### src/rtl/midi_stream_parser.sv
// midi_stream_parser: raw MIDI bytes -> held channel message + SysEx byte FIFO (SysEx path when MIDI_PARSER_SYSEX_EN is defined).
// Latency: midi_valid 1 cycle after the final data byte; SysEx bytes reach the FIFO one byte late via a pending register.
// Backpressure: none on rx (one byte per cycle); an unread message or a full FIFO drops new data and sets a sticky flag.
module midi_stream_parser #(
    parameter int SYSEX_DEPTH = 16
) (
    input  logic       clk,
    input  logic       rst_n,
    input  logic [7:0] rx_data,
    input  logic       rx_valid,
    output logic [3:0] midi_cmd,
    output logic [3:0] midi_ch,
    output logic [6:0] midi_data1,
    output logic [6:0] midi_data2,
    output logic       midi_valid,
    input  logic       midi_rd,
    output logic [7:0] sysex_data,
    output logic       sysex_valid,
    output logic       sysex_last,
    input  logic       sysex_rd,
    output logic       err_midi_ovf,
    output logic       err_sysex_ovf,
    input  logic       err_clr
);

    typedef enum logic [2:0] {IDLE, WAIT_D1, WAIT_D2, SKIP, SYSEX} state_t;

    state_t     state, state_nxt;
    logic [7:0] run_status, run_status_nxt;   // 0 means "no running status"
    logic [6:0] d1_q, d1_nxt;
    logic       emit;
    logic [6:0] emit_d1, emit_d2;

    logic is_rt, is_data, is_chan, one_data;
    assign is_rt    = (rx_data[7:3] == 5'b11111);
    assign is_data  = ~rx_data[7];
    assign is_chan  = rx_data[7] && (rx_data[6:4] != 3'b111);
    assign one_data = (run_status[7:4] == 4'hC) || (run_status[7:4] == 4'hD);

`ifdef MIDI_PARSER_SYSEX_EN
    logic       pend_vld, pend_vld_nxt;
    logic [6:0] pend_dat, pend_dat_nxt;
    logic       sx_push, sx_push_last;
    logic [6:0] sx_push_dat;
`endif

    // Parser state register (running status, first data byte, SysEx pending byte)
    always_ff @(posedge clk or negedge rst_n) begin
        if (!rst_n) begin
            state      <= IDLE;
            run_status <= '0;
            d1_q       <= '0;
`ifdef MIDI_PARSER_SYSEX_EN
            pend_vld   <= 1'b0;
            pend_dat   <= '0;
`endif
        end else begin
            state      <= state_nxt;
            run_status <= run_status_nxt;
            d1_q       <= d1_nxt;
`ifdef MIDI_PARSER_SYSEX_EN
            pend_vld   <= pend_vld_nxt;
            pend_dat   <= pend_dat_nxt;
`endif
        end
    end

    // Byte classification, next state, message emission and SysEx push decode
    always_comb begin
        state_nxt      = state;
        run_status_nxt = run_status;
        d1_nxt         = d1_q;
        emit           = 1'b0;
        emit_d1        = d1_q;
        emit_d2        = '0;
`ifdef MIDI_PARSER_SYSEX_EN
        sx_push        = 1'b0;
        sx_push_last   = 1'b0;
        sx_push_dat    = pend_dat;
        pend_vld_nxt   = pend_vld;
        pend_dat_nxt   = pend_dat;
`endif
        // Real-time bytes are invisible to the parser
        if (rx_valid && !is_rt) begin
            if (is_data) begin
                case (state)
                    WAIT_D1: begin
                        if (one_data) begin
                            emit    = 1'b1;
                            emit_d1 = rx_data[6:0];
                        end else begin
                            d1_nxt    = rx_data[6:0];
                            state_nxt = WAIT_D2;
                        end
                    end
                    WAIT_D2: begin
                        emit      = 1'b1;
                        emit_d2   = rx_data[6:0];
                        state_nxt = WAIT_D1;
                    end
`ifdef MIDI_PARSER_SYSEX_EN
                    SYSEX: begin
                        // Previous byte is now known not to be the last one
                        sx_push      = pend_vld;
                        pend_vld_nxt = 1'b1;
                        pend_dat_nxt = rx_data[6:0];
                    end
`endif
                    default: ;
                endcase
            end else begin
`ifdef MIDI_PARSER_SYSEX_EN
                // Any status byte closes an open SysEx, flushing the pending byte as last
                sx_push      = (state == SYSEX) && pend_vld;
                sx_push_last = 1'b1;
                pend_vld_nxt = 1'b0;
`endif
                if (is_chan) begin
                    run_status_nxt = rx_data;
                    state_nxt      = WAIT_D1;
                end else begin
                    run_status_nxt = '0;
                    if (rx_data == 8'hF7)
                        state_nxt = IDLE;
`ifdef MIDI_PARSER_SYSEX_EN
                    else if (rx_data == 8'hF0)
                        state_nxt = SYSEX;
`endif
                    else
                        state_nxt = SKIP;
                end
            end
        end
    end

    // Held message register with drop-on-full and sticky overflow flag
    always_ff @(posedge clk or negedge rst_n) begin
        if (!rst_n) begin
            midi_valid   <= 1'b0;
            midi_cmd     <= '0;
            midi_ch      <= '0;
            midi_data1   <= '0;
            midi_data2   <= '0;
            err_midi_ovf <= 1'b0;
        end else begin
            if (emit && (!midi_valid || midi_rd)) begin
                midi_valid <= 1'b1;
                midi_cmd   <= run_status[7:4];
                midi_ch    <= run_status[3:0];
                midi_data1 <= emit_d1;
                midi_data2 <= emit_d2;
            end else if (midi_rd) begin
                midi_valid <= 1'b0;
            end
            if (err_clr)
                err_midi_ovf <= 1'b0;
            else if (emit && midi_valid && !midi_rd)
                err_midi_ovf <= 1'b1;
        end
    end

`ifdef MIDI_PARSER_SYSEX_EN
    localparam int AW = $clog2(SYSEX_DEPTH);

    logic [7:0]    fifo_mem [SYSEX_DEPTH];    // {last, data[6:0]}
    logic [AW-1:0] wr_ptr, rd_ptr;
    logic [AW:0]   fifo_cnt;
    logic          fifo_full, fifo_pop, fifo_push;

    assign fifo_full = (fifo_cnt == (AW+1)'(SYSEX_DEPTH));
    assign fifo_pop  = sysex_rd && (fifo_cnt != '0);
    // A pop in the same cycle frees the slot, so a full FIFO still accepts
    assign fifo_push = sx_push && (!fifo_full || fifo_pop);

    // FIFO storage write
    always_ff @(posedge clk) begin
        if (fifo_push)
            fifo_mem[wr_ptr] <= {sx_push_last, sx_push_dat};
    end

    // FIFO pointers, occupancy and overflow flag
    always_ff @(posedge clk or negedge rst_n) begin
        if (!rst_n) begin
            wr_ptr        <= '0;
            rd_ptr        <= '0;
            fifo_cnt      <= '0;
            err_sysex_ovf <= 1'b0;
        end else begin
            if (fifo_push)
                wr_ptr <= wr_ptr + 1'b1;
            if (fifo_pop)
                rd_ptr <= rd_ptr + 1'b1;
            fifo_cnt <= fifo_cnt + (AW+1)'(fifo_push) - (AW+1)'(fifo_pop);
            if (err_clr)
                err_sysex_ovf <= 1'b0;
            else if (sx_push && !fifo_push)
                err_sysex_ovf <= 1'b1;
        end
    end

    assign sysex_valid = (fifo_cnt != '0);
    assign sysex_data  = sysex_valid ? {1'b0, fifo_mem[rd_ptr][6:0]} : 8'h00;
    assign sysex_last  = sysex_valid & fifo_mem[rd_ptr][7];
`else
    logic unused_sysex;
    assign unused_sysex  = sysex_rd | (SYSEX_DEPTH < 2);
    assign sysex_valid   = 1'b0;
    assign sysex_last    = 1'b0;
    assign sysex_data    = 8'h00;
    assign err_sysex_ovf = 1'b0;
`endif

endmodule

### config.mk
export PLATFORM = sky130hd
export DESIGN_NAME = midi_stream_parser
export DESIGN_NICKNAME = d
export VERILOG_FILES = /design/src/rtl/midi_stream_parser.sv
export SDC_FILE = /design/constraint.sdc
export NUM_CORES = 1
export LEC_CHECK = 0
export BUFFER_PORTS_ARGS = -buffer_cell sky130_fd_sc_hd__buf_2
export CAP_MARGIN = 20
export CORE_AREA = 2 2 61 63
export CTS_BUF_LIST = sky130_fd_sc_hd__clkbuf_4
export CTS_CLUSTER_DIAMETER = 40
export DETAILED_ROUTE_END_ITERATION = 6
export DIE_AREA = 0 0 63 65
export GPL_TIMING_DRIVEN = 0
export PLACE_DENSITY_LB_ADDON = 0.12
export SETUP_SLACK_MARGIN = 0.1
export SYNTH_ARGS = -nofsm -noshare
export SYNTH_HDL_FRONTEND = slang
export SYNTH_SLANG_ARGS = --single-unit
export TNS_END_PERCENT = 1
### constraint.sdc
create_clock -name clk -period 3.9 [get_ports clk]
set_clock_uncertainty 0.05 [all_clocks]
set_input_delay 0.78 -clock clk [delete_from_list [all_inputs] [get_ports clk]]
set_output_delay 0.78 -clock clk [all_outputs]
set_load 0.02 [all_outputs]
# Yosys cells after proc, flatten, opt, wreduce, memory -nomap -nowiden
# Cells that the tools add are included.
word_totals:
  ff_bits: 42
  inputBits: 14
  out_inout_bits: 35
  elab_cells: 56
op_classes:
  n_eq_ne: 8
  muxes: 21
  n_bitwise: 2
  n_reduce_logical: 16
ops:
  columns: ["op", "n"]
  rows:
  - ["2-to-1 mux 7 bit", 7]
  - ["equality test 4 bit, second input constant", 2]
  - ["equality test 8 bit, second input constant", 1]
  - ["2-to-1 mux 8 bit", 1]
  - ["2-to-1 mux 1 bit", 7]
  - ["2-to-1 mux 3 bit", 2]
  - ["inequality test 3 bit, second input constant", 2]
  - ["one-hot mux 3 bit (2 select lines)", 1]
  - ["equality test 5 bit, second input constant", 1]
  - ["logical AND 1 bit", 5]
  - ["2-to-1 mux 2 bit", 2]
  - ["AND reduction 4 bit", 1]
  - ["nonzero test 2 bit", 2]
  - ["equality test 3 x 1 -> 1 bit, second input constant", 1]
  - ["equality test 3 x 2 -> 1 bit, second input constant", 1]
  - ["zero test 1 bit", 3]
  - ["AND reduction 3 bit", 1]
  - ["nonzero test 3 bit", 1]
  - ["logical OR 1 bit", 2]
  - ["NOT 1 bit", 2]
  - ["one-hot mux 1 bit (2 select lines)", 1]
  - ["AND reduction 2 bit", 1]

# Logic depth before layout (Yosys ltp)
depth:
  depth_word: 10
  depth_mapped: 7
  mapped_depth_nobuf: 6

# Worst setup path after synthesis
# Ideal clock, no wire load.
synth_path:
  path_kind: "input port to flip-flop"
  start: "input port rx_data[7]"
  end: "register state[1]"
  setup_time_ps: 125
  arrival_ps: 1764
  path_slack_ps: 1962
  stages: 5
  n_path_buf: 1
  cell_sequence: "buf_4 -> nor2b_4 -> o21ai_0 -> o21ai_0 -> mux2_2"
synth_between:
  elab_chain_cells: 4
synth_lines:
  columns: ["element", "line_no", "source"]
  rows:
  - ["start: declaration", "9", "input logic [7:0] rx_data,"]
  - ["equality test 8 bit / equality test 5 bit (equally long branches)", "123, 35", null]
  - ["2-to-1 mux 2 bit / zero test 1 bit (equally long branches)", "123, 84", null]
  - ["2-to-1 mux 2 bit / logical AND 1 bit (equally long branches)", "118, 84", null]
  - ["2-to-1 mux 3 bit / AND reduction 3 bit (equally long branches)", null, null]
  - ["end signal: assignment", "58", "state <= state_nxt;"]
  - ["end: declaration", "28", "state_t state, state_nxt;"]
# Several ways; a longest one is shown, not always the timed one.
# A chain may end at the register's enable or synchronous reset.

# Worst setup path after layout
layout_path:
  start: "register state[1]"
  end: "register midi_ch[3]"
layout_between:
  elab_chain_cells: 5
layout_lines:
  columns: ["element", "line_no", "source"]
  rows:
  - ["equality test 3 x 2 -> 1 bit / equality test 3 x 1 -> 1 bit (equally long branches)", "86", "case (state)"]
  - ["one-hot mux 1 bit (2 select lines) *", "86", null]
  - ["2-to-1 mux 1 bit *", "85", "if (is_data) begin"]
  - ["2-to-1 mux 1 bit *", "84", "if (rx_valid && !is_rt) begin"]
  - ["logical AND 1 bit *", "146", "if (emit && (!midi_valid || midi_rd)) begin"]
  - ["end signal: assignment", "149", "midi_ch <= run_status[3:0];"]
  - ["end: declaration", "12", "output logic [3:0] midi_ch,"]
# Every way passes the cells marked *; elsewhere a longest branch is shown, timed or not.

==> out/qor.yml <==
status: "finished clean"
cts_buffers: 5
drv_cap: 0
antenna_found_initial: 0
gr-total-overflow: 0
cts_resized: 0
grt_pass1_wl_um: 6470
grt_setup_unrepaired: "false"
leakage_nw: 1.16
comb_power_share_pct: 36.9
finalHoldViolations: 0
yosysWarnings: 0
critPathSlowestCell: "dfrtp_1"
synth-xor-area-share_pct: 0
mostFrequentLayoutCells: "dfrtp_1 (41), buf_2 (38), nand2_1 (37)"
synthesis.area_mm2: 0.00192
stdcell_count: 275
setup_viol: 0
synth.area.top_cells: "dfrtp_1 (53%), mux2_2 (8.2%), nand2_1 (7.2%), buf_4 (4.7%), o21ai_0 (4.4%)"
ioPinCount: 49
fp.dieW_um: 63
cts_hold_buf: 0
seq_power_share_pct: 47.3
internal-power_uw: 833
htreeDepth: 2
diodes: 0
placed_cells: 267
cts_setup_buffers: 0
synth_top_area_share_pct: 53.4
crit_arrival_ns: 2.15
final_common_cell: "dfrtp_1"
cp-end-kind: "flip-flop"
syn_avg_cell_area_um2: 11.1
clk_pin_slew_ns: 0.11
final_max_slew_viol_count: 0
ys_seq_elements: 41
area_delta_synth_final_pct: 17.0
synthAdderAreaFrac_pct: 1.30
swShare_pct: 36.4
yosysTopAreaCell: "dfrtp_1"
cp_cell_sequence: "inv_1 -> ha_1 -> and4b_1 -> o2111ai_4 -> buf_6 -> mux2_4"
synth_top_family_by_area: "simple AND/OR/NAND/NOR gates"
total_power_mw: 1.31
cts_tree: "done"
clockBufferDepth: 2
rr_startpoint: "state[1]$_DFFE_PN0P_"
switching_power_uw: 477
design.core.area_mm2: 0.00350
firstDrtPassIters: 4
synth_compound_area_share_pct: 7.48
hold_class: "reg2reg"
drc_errors: 0
synth-simple-area-share_pct: 16.3
nNetsFinal: 242
cp.required_ns: 4.10
slew_headroom_pct: 39.9
postRouteAntennaNets: 0
ir_drop_uv: 354
finalCritPeriodShare_pct: 49.9
fillCellCount: 300
path_max_fanout: 10
power_density_mw_per_mm2: 582
setup_tns_ns: 0
pwr-share-clk_pct: 15.8
critPathBufInv: 2
start_util_pct: 55.0
max_freq_ghz: 0.514
synth.area.mux_share_pct: 13.9
dp_hpwl_um: 2690
yosysUniqueCellTypes: 31
max_stage_delay_ns: 0.39
critical_path_class: "reg2reg"
via_per_inst: 5.03
num_vias: 1384
wl_per_cell_um: 13.4
yosysSeqAreaShare_pct: 53.4
clock_latency_ns: 0.35
drt_wl_total_um: 3690
die_h_um: 65
drive_gt1_share_pct: 36.6
port_buffers: 35
gp_congestion: 0.819
track_usage_pct: 21.1
cts.sinks: 41
crit_family: "flip-flops"
first_iter_violations: 24
num_rows: 22
dieArea_mm2: 0.00410
fin_hold_ws_ns: 0.433
critPathLaunch: "state[1]$_DFFE_PN0P_"
grt_pass1_vias: 1371
synth_cells: 174
grt_max_degree: 42
root_buffer: "clkbuf_4"
min_period_ns: 1.95
min_from: "run_status[1]$_DFFE_PN0P_"
startpoint_type: "flip-flop"
worstMarginPinSlew_ns: 0.902
-- cells by family after synthesis --
group / after synthesis
simple gates: 61
other cells: 1
fa+ha+maj: 2
buf+inv: 23
mux: 24
compound gates: 22
flops: 41
-- Yosys cell counts --
master      n
buf_6       1
and3_1      1
nand3_2     1
and2_2      1
and4b_1     2
dfrtp_1    41
o2111ai_4   1
o21ai_0    17
nor2_1      2
clkbuf_1    1
mux2_2     14
nand3_1     9
nand3b_1    1
o31ai_1     2
o41a_1      1
nand2_1    37
nand2b_1    1
o22ai_1     1
nand2b_4    1
nor2b_4     1
mux2i_1     8
conb_1      1
buf_4      12
ha_1        2
nor3_4      1
buf_2       3
buf_1       1
and3_2      2
inv_1       5
mux2_4      2
nand4_1     1
-- final cells by class --
class	instances	area (µm²)	area share (%)
well taps	48	60.1	2.67
multi-input cells	120	792	35.2
clock buffers	6	45.0	2.00
inverters	5	18.8	0.834
repair buffers	35	175	7.78
flip-flops and latches	41	1030	45.6
plain buffers	18	124	5.50
clock inverters	2	10.0	0.445
-- tightest hold or removal path: cells and delay by family, from the launching register on --
family	cells	cell delay, ns
simple gates	2	0.10
flops	1	0.36
-- through the flow --
step | worst slack, ns | utilization [%] | cell area [µm²]
final | 1.95 | 64.4 | 2250
after global routing | 1.85 | 64.4 | 2250
after CTS | 1.95 | 64.4 | 2250
after detailed placement | 1.78 | 62.8 | 2200
after global placement | 1.84 | 62.8 | 2200
after floorplan | 1.96 | - | 1960
-- state kept, by name (all words and copies together) (netlist names) --
signal        flops
midi_valid        1
midi_ch           4
midi_data2        7
state             2
err_midi_ovf      1
midi_data1        7
run_status        8
d1_q              7
midi_cmd          4
-- worst paths after layout --
kind | end | slack, ns | cells past startpoint
worst max register to register | midi_ch[3]$_DFFE_PN0P_ | 1.95 | 6
worst min register to register | run_status[1]$_DFFE_PN0P_ | 0.43 | 2
max in group asynchronous | run_status[4]$_DFFE_PN0P_ | 2.75 | 1
worst max-delay path | midi_ch[3]$_DFFE_PN0P_ | 1.95 | 6
min in group asynchronous | midi_data1[2]$_DFFE_PN0P_ | 0.49 | 1
worst min-delay path | run_status[1]$_DFFE_PN0P_ | 0.43 | 2
-- routing by layer --
layer  global-route usage, %  wire [µm]  up-vias
met1                    27.5       1560      657
met5                       0          0        -
li1                        -          -      675
met2                    32.4       1830       45
met3                    6.25        231        7
met4                    9.72         65        0
-- power groups by stage --
stage                     logic, mW  registers, mW  clock network [mW]
after floorplan               0.253          0.715                   0
after global placement        0.474          0.623                   0
after detailed placement      0.488          0.631                   0
after CTS                     0.488          0.621               0.218
after global routing          0.537          0.639               0.238
final                         0.483          0.619               0.208
Power figures use the tool's default switching activity.
